### config.mk
export PLATFORM = sky130hd
export DESIGN_NAME = mem_access
export DESIGN_NICKNAME = d
export VERILOG_FILES = /design/src/rtl/mips_pkg.sv /design/src/rtl/load_align.sv /design/src/rtl/mem_access.sv
export SDC_FILE = /design/constraint.sdc
export NUM_CORES = 1
export LEC_CHECK = 0
export ABC_AREA = 1
export BUFFER_PORTS_ARGS = -buffer_cell sky130_fd_sc_hd__buf_2
export CORE_MARGIN = 8
export CORE_UTILIZATION = 45
export CTS_BUF_LIST = sky130_fd_sc_hd__clkbuf_4
export DETAILED_ROUTE_END_ITERATION = 8
export PLACE_DENSITY = 0.69
export SYNTH_ARGS = -nofsm -noshare
export SYNTH_HDL_FRONTEND = slang
export SYNTH_SLANG_ARGS = --single-unit
### constraint.sdc
create_clock -name clk -period 2.1 [get_ports clk]
set_input_delay 0.21 -clock clk [delete_from_list [all_inputs] [get_ports clk]]
set_output_delay 0.21 -clock clk [all_outputs]
set_load 0.05 [all_outputs]
### src/rtl/mips_pkg.sv
// Shared MIPS pipeline definitions: mem_op encoding,
// latched memory request bundle and op-class helpers.
package mips_pkg;

  localparam logic [3:0] MEM_NONE = 4'd0;
  localparam logic [3:0] MEM_LB   = 4'd1;
  localparam logic [3:0] MEM_LBU  = 4'd2;
  localparam logic [3:0] MEM_LH   = 4'd3;
  localparam logic [3:0] MEM_LHU  = 4'd4;
  localparam logic [3:0] MEM_LW   = 4'd5;
  localparam logic [3:0] MEM_SB   = 4'd6;
  localparam logic [3:0] MEM_SH   = 4'd7;
  localparam logic [3:0] MEM_SW   = 4'd8;

  typedef struct packed {
    logic [3:0]  op;
    logic [31:0] addr;
    logic [31:0] data;
    logic        wb_en;
    logic [4:0]  wb_addr;
  } mem_req_t;

  function automatic logic is_load(
    input logic [3:0] op
  );
    return (op >= MEM_LB) && (op <= MEM_LW);
  endfunction

  function automatic logic is_store(
    input logic [3:0] op
  );
    return (op >= MEM_SB) && (op <= MEM_SW);
  endfunction

  function automatic logic misaligned(
    input logic [3:0] op,
    input logic [1:0] a
  );
    logic half, word;
    half = (op == MEM_LH) || (op == MEM_LHU)
        || (op == MEM_SH);
    word = (op == MEM_LW) || (op == MEM_SW);
    return (half && a[0]) || (word && (a != 2'b00));
  endfunction

endpackage

### src/rtl/load_align.sv
// Load lane select with sign/zero extension.
// Ports: op/lane select the field of rdata; data is the result.
module load_align
  import mips_pkg::*;
(
  input  logic [3:0]  op,
  input  logic [1:0]  lane,
  input  logic [31:0] rdata,
  output logic [31:0] data
);

  logic [7:0]  b;
  logic [15:0] h;

  always_comb begin
    b    = rdata[{lane, 3'b000} +: 8];
    h    = lane[1] ? rdata[31:16] : rdata[15:0];
    data = rdata;
    unique case (1'b1)
      op == MEM_LB:  data = {{24{b[7]}}, b};
      op == MEM_LBU: data = {24'h0, b};
      op == MEM_LH:  data = {{16{h[15]}}, h};
      op == MEM_LHU: data = {16'h0, h};
      default:       data = rdata;
    endcase
  end

endmodule

### src/rtl/mem_access.sv
// MIPS memory-access stage: req/ack data-memory port, MEM/WB bundle.
// Ports: EX inputs (in_valid/in_ready), dmem_* bus, registered WB outputs.
module mem_access
  import mips_pkg::*;
#(
  parameter int unsigned TIMEOUT = 255
) (
  input  logic        clk,
  input  logic        rst,
  input  logic        in_valid,
  output logic        in_ready,
  input  logic [31:0] alu_result,
  input  logic [31:0] store_data,
  input  logic [3:0]  mem_op,
  input  logic        wb_en_in,
  input  logic [4:0]  wb_addr_in,
  output logic        dmem_req,
  output logic        dmem_we,
  output logic [31:0] dmem_addr,
  output logic [3:0]  dmem_be,
  output logic [31:0] dmem_wdata,
  input  logic [31:0] dmem_rdata,
  input  logic        dmem_ack,
  output logic        out_valid,
  output logic [31:0] wb_data,
  output logic        wb_en,
  output logic [4:0]  wb_addr,
  output logic        exc_misalign,
  output logic        exc_bus
);

  localparam logic ST_IDLE   = 1'b0;
  localparam logic ST_ACCESS = 1'b1;

  // Last count value before the bus error fires: req is
  // held for exactly TIMEOUT cycles without ack.
  localparam logic [15:0] CNT_LAST = 16'(TIMEOUT - 1);

  logic        state;
  mem_req_t    req_q;
  logic [15:0] cnt;
  logic        acc;
  logic        st_q;
  logic [31:0] ld_data;
  logic [3:0]  st_be;
  logic [31:0] st_wdata;

  assign acc      = (state == ST_ACCESS);
  assign in_ready = (state == ST_IDLE);
  assign st_q     = is_store(req_q.op);

  load_align u_load_align (
    .op    (req_q.op),
    .lane  (req_q.addr[1:0]),
    .rdata (dmem_rdata),
    .data  (ld_data)
  );

  always_comb begin
    st_be    = 4'b1111;
    st_wdata = req_q.data;
    unique case (1'b1)
      req_q.op == MEM_SB: begin
        st_be    = 4'b0001 << req_q.addr[1:0];
        st_wdata = {4{req_q.data[7:0]}};
      end
      req_q.op == MEM_SH: begin
        st_be    = req_q.addr[1] ? 4'b1100 : 4'b0011;
        st_wdata = {2{req_q.data[15:0]}};
      end
      default: ;
    endcase
  end

  assign dmem_req   = acc;
  assign dmem_we    = acc && st_q;
  assign dmem_addr  = acc ? {req_q.addr[31:2], 2'b00} : 32'h0;
  assign dmem_be    = acc ? st_be : 4'h0;
  assign dmem_wdata = (acc && st_q) ? st_wdata : 32'h0;

  always_ff @(posedge clk) begin
    if (rst) begin
      state        <= ST_IDLE;
      req_q        <= '0;
      cnt          <= '0;
      out_valid    <= 1'b0;
      wb_data      <= '0;
      wb_en        <= 1'b0;
      wb_addr      <= '0;
      exc_misalign <= 1'b0;
      exc_bus      <= 1'b0;
    end else begin
      out_valid <= 1'b0;
      unique case (state)
        ST_IDLE: begin
          if (in_valid) begin
            if (!is_load(mem_op) && !is_store(mem_op)) begin
              out_valid    <= 1'b1;
              wb_data      <= alu_result;
              wb_en        <= wb_en_in;
              wb_addr      <= wb_addr_in;
              exc_misalign <= 1'b0;
              exc_bus      <= 1'b0;
            end else if (misaligned(mem_op, alu_result[1:0])) begin
              out_valid    <= 1'b1;
              wb_data      <= alu_result;
              wb_en        <= 1'b0;
              wb_addr      <= wb_addr_in;
              exc_misalign <= 1'b1;
              exc_bus      <= 1'b0;
            end else begin
              req_q <= '{op:      mem_op,
                         addr:    alu_result,
                         data:    store_data,
                         wb_en:   wb_en_in,
                         wb_addr: wb_addr_in};
              cnt   <= '0;
              state <= ST_ACCESS;
            end
          end
        end
        ST_ACCESS: begin
          // Ack takes priority over an expiring timeout.
          if (dmem_ack) begin
            out_valid    <= 1'b1;
            wb_data      <= st_q ? req_q.addr : ld_data;
            wb_en        <= !st_q && req_q.wb_en;
            wb_addr      <= req_q.wb_addr;
            exc_misalign <= 1'b0;
            exc_bus      <= 1'b0;
            state        <= ST_IDLE;
          end else if (cnt == CNT_LAST) begin
            out_valid    <= 1'b1;
            wb_data      <= req_q.addr;
            wb_en        <= 1'b0;
            wb_addr      <= req_q.wb_addr;
            exc_misalign <= 1'b0;
            exc_bus      <= 1'b1;
            state        <= ST_IDLE;
          end else begin
            cnt <= cnt + 16'd1;
          end
        end
        default: state <= ST_IDLE;
      endcase
    end
  end

endmodule

==> summary.txt <==
Hold path
  • WHS Endpoint: wb_data[11]$_SDFFE_PP0P_
  • Hold-critical path depth: 5
  • HP Start: dmem_rdata[11]
  • Path category of the worst min-delay check: in -> reg

Layout
  • Post-layout util: 64.1%
  • Area Overhead vs Synth: 40.0%
  • Commonest non-fill, non-tap cells in the layout: nand2_1, buf_2, nor2_1
  • Fraction of layout cells with a size suffix above 1: 24.6%
  • Fin area: 11000 um2
  • Commonest non-fill, non-tap cell in the layout: nand2_1
  • Fin cells: 1808
  • Fin nets: 1680

GRT
  • GR Util met3: 7.87%
  • Initial antenna violation count: 3
  • First-pass GRT wire length: 46.7 mm
  • GR Util met2: 43.5%
  • Overflow after GRT: 0
  • GRT Total Usage: 26.4%
  • Largest net degree at the start of global routing: 63
  • Met1 GRT Util: 31.9%
  • Grt peak-use layer: met2
  • Vias in the first global route: 9066

Timing
  • Final min period: 2.19 ns
  • Setup tns final: -0.572 ns
  • Skew final: 0.0168 ns
  • Worst rel slew slack: 53.6%
  • Final setup fails: 11
  • Crit share post-route: 104%
  • Final setup margin: -0.0937 ns
  • Fmax: 456 MHz
  • Unrepaired setup endpoints after global routing: true
  • Max-slew violations: 0
  • Worst hold margin: 0.0292 ns
  • Final hold vios: 0
  • Slew @ Worst Pin: 0.697 ns

Synth
  • Combinational family with the most area after synthesis: simple AND/OR/NAND/NOR gates
  • XOR/XNOR share of the synthesized area: 1.11%
  • Synth unique cells: 35
  • Simple-gate share of the synthesized area: 39.3%
  • Sequential-to-total area share from yosys stat: 33.6%
  • Mapped Area: 7870 um2
  • Post-synthesis mux area share: 0%
  • Compound-gate portion of the synthesized area: 15.0%
  • Syn Inst Count: 1285
  • FF+latch count, synth: 132
  • Adder-cell share of the synthesized area: 0.318%
  • Synth Warn #: 0
  • Avg Cell Area, Syn: 6.12 um2

Pwr
  • Net switching power figure: 2.40 mW
  • Total power: 6.36 mW
  • Max rail drop VDD: 0.310 mV
  • Clock share of power: 24.6%
  • Leak: 5.24 nW
  • Sequential share of power: 43.7%
  • Pwr dens: 578 nW/um2
  • Gate power share: 31.7%
  • Sw Share: 37.7%
  • Cell-internal power: 3.96 mW

Worst setup path
  • Worst-path maximum fanout: 18
  • Critical path type: reg -> out
  • CP Capture Type: primary output
  • Nature of the critical path startpoint: register
  • Arrival time worst endpoint: 1.98 ns
  • R2R setup slack: 0.10 ns
  • Critical Path RT: 1.89 ns
  • R2r worst-path depth: 14
  • Reg-to-Reg Start: req_q[70]$_SDFFE_PP0P_
  • Reg-to-Reg End: wb_data[1]$_SDFFE_PP0P_

Routing
  • First-pass DRT Iterations: 5
  • Final wirelength: 30.2 mm
  • Post-route ant nets: 0
  • DRC: 0
  • Via density: 5.26
  • Vias: 9513
  • DR WL/cell: 16.7 um
  • Initial drt markers: 882

Placed design
  • DP Wirelength: 20.2 mm
  • Cells after DPL: 1682
  • Placer Congestion: 0.918
  • Worst slack at placement: -0.00329 ns
  • IO buf count: 219
  • Placed cell areas: 9420 um2

Floorplanning
  • Core Region: 17200 um2
  • Core Rows: 48
  • # IOs: 222
  • Die H: 148 um
  • Die ar.: 22000 um2
  • Die Wd: 148 um
  • Starting Density: 45.8%

Outcome
  • Failing checks: setup timing
  • Status: complete, but fails checks

CTS
  • CTS root buf: clkbuf_4
  • CTS clock-pin slew for the worst setup and hold paths: 0.12 ns
  • CTS max path bufs: 2
  • Clock sink total: 132
  • CTS buffer count: 17
  • Clk Latency, worst-skew pair: 0.57 ns
  • CTS tree: done
  • H-tree depth: 4

Run
  • Max-cap viol count: 0
-- layout make-up --
type                    instances  area [um2]
diodes                          3        7.51
clock buffers                  20         150
clock inverters                11        87.6
fillers                      1579        6170
inverters                     111         444
multi-input cells             955        4790
flip-flops and latches        132        2650
well taps                     225         282
repair buffers                351        2590
-- power groups by stage --
stage | logic (mW) | clock network, mW | registers [mW]
2_1_floorplan | 0.970 | 0 | 3.10
3_3_place_gp | 1.78 | 0 | 2.82
3_5_place_dp | 1.80 | 0 | 2.82
4_1_cts | 1.95 | 1.61 | 2.78
5_1_grt | 2.18 | 1.73 | 2.80
6_report | 2.01 | 1.57 | 2.78
-- worst max path at each step --
stage          slack (ns)  cells past startpoint             end                    from
2_1_floorplan       -0.11                      8  dmem_wdata[15]  req_q[73]$_SDFFE_PP0P_
3_3_place_gp         0.05                      7  dmem_wdata[31]  req_q[73]$_SDFFE_PP0P_
6_report            -0.09                      8  dmem_wdata[15]  req_q[70]$_SDFFE_PP0P_
4_1_cts              -0.1                      9  dmem_wdata[24]  req_q[71]$_SDFFE_PP0P_
5_1_grt             -0.17                      9  dmem_wdata[24]  req_q[70]$_SDFFE_PP0P_
3_5_place_dp       -0.003                      7  dmem_wdata[15]  req_q[73]$_SDFFE_PP0P_
-- synthesized netlist by cell type --
library cell  instances  area [um2]
o21ai_2               1        8.76
dfxtp_1             132        2640
buf_1                 3        11.3
or2_1                 1        6.26
nand3_4               1        17.5
inv_2                 9        33.8
inv_1                99         372
xnor2_1               2        17.5
nor2_8                1        20.0
nand3b_1             32         240
nor2_2                3        18.8
o21bai_1              1        7.51
conb_1                1        3.75
a211oi_1              2        15.0
a21oi_1             121         606
o21ai_1               9        45.0
nand2_2               9        56.3
clkinv_1              3        11.3
o21ai_4               1        16.3
nand2_1             373        1400
nor3b_1               1        7.51
buf_4                11        82.6
nor2_4                2        22.5
a22oi_1              13        97.6
a221oi_1              7        61.3
buf_2                31         155
clkbuf_1             42         158
xor2_1                8        70.1
o21ai_0              65         325
nor2_1              168         631
nand3_1             115         576
buf_6                 1        11.3
or2_2                 3        18.8
nand4_1              12        75.1
ha_1                  2        25.0
-- critical path, cell delays in order, from the launching register on --
cell      delay, ns
dfxtp_2        0.34
buf_6          0.12
nor2_4         0.11
nand2_2        0.07
nand2_2        0.07
nand2_4        0.08
buf_8          0.19
a211oi_4       0.22
buf_6          0.20
-- timing repair --
| action | CTS | global route |
|---|---|---|
| hold buffers | 74 | 0 |
| buffers inserted | 11 | 7 |
| pin swaps | 4 | 2 |
| gates resized for setup | 105 | 29 |
| hold endpoints to repair | 98 | 0 |
| endpoints found under the setup margin | 37 | 60 |
-- sequential cells by signal, indices dropped and copies added (netlist names) --
signal,count
out_valid,1
exc_bus,1
cnt,16
req_q,74
wb_data,32
dmem_req,1
wb_en,1
wb_addr,5
exc_misalign,1
-- logic make-up after synthesis --
logic type | Yosys count
xor+xnor | 10
compound gates | 220
buf+inv | 199
fa+ha+maj | 2
simple gates | 721
flops | 132
other cells | 1
-- per-layer routing --
metal / vias to the layer above / wire, um
met2: 473 / 14100
met4: 0 / 918
met3: 81 / 3060
met5: - / 0
met1: 4271 / 12200
li1: 4688 / -
Note: power is estimated with default switching activity, not from simulation.
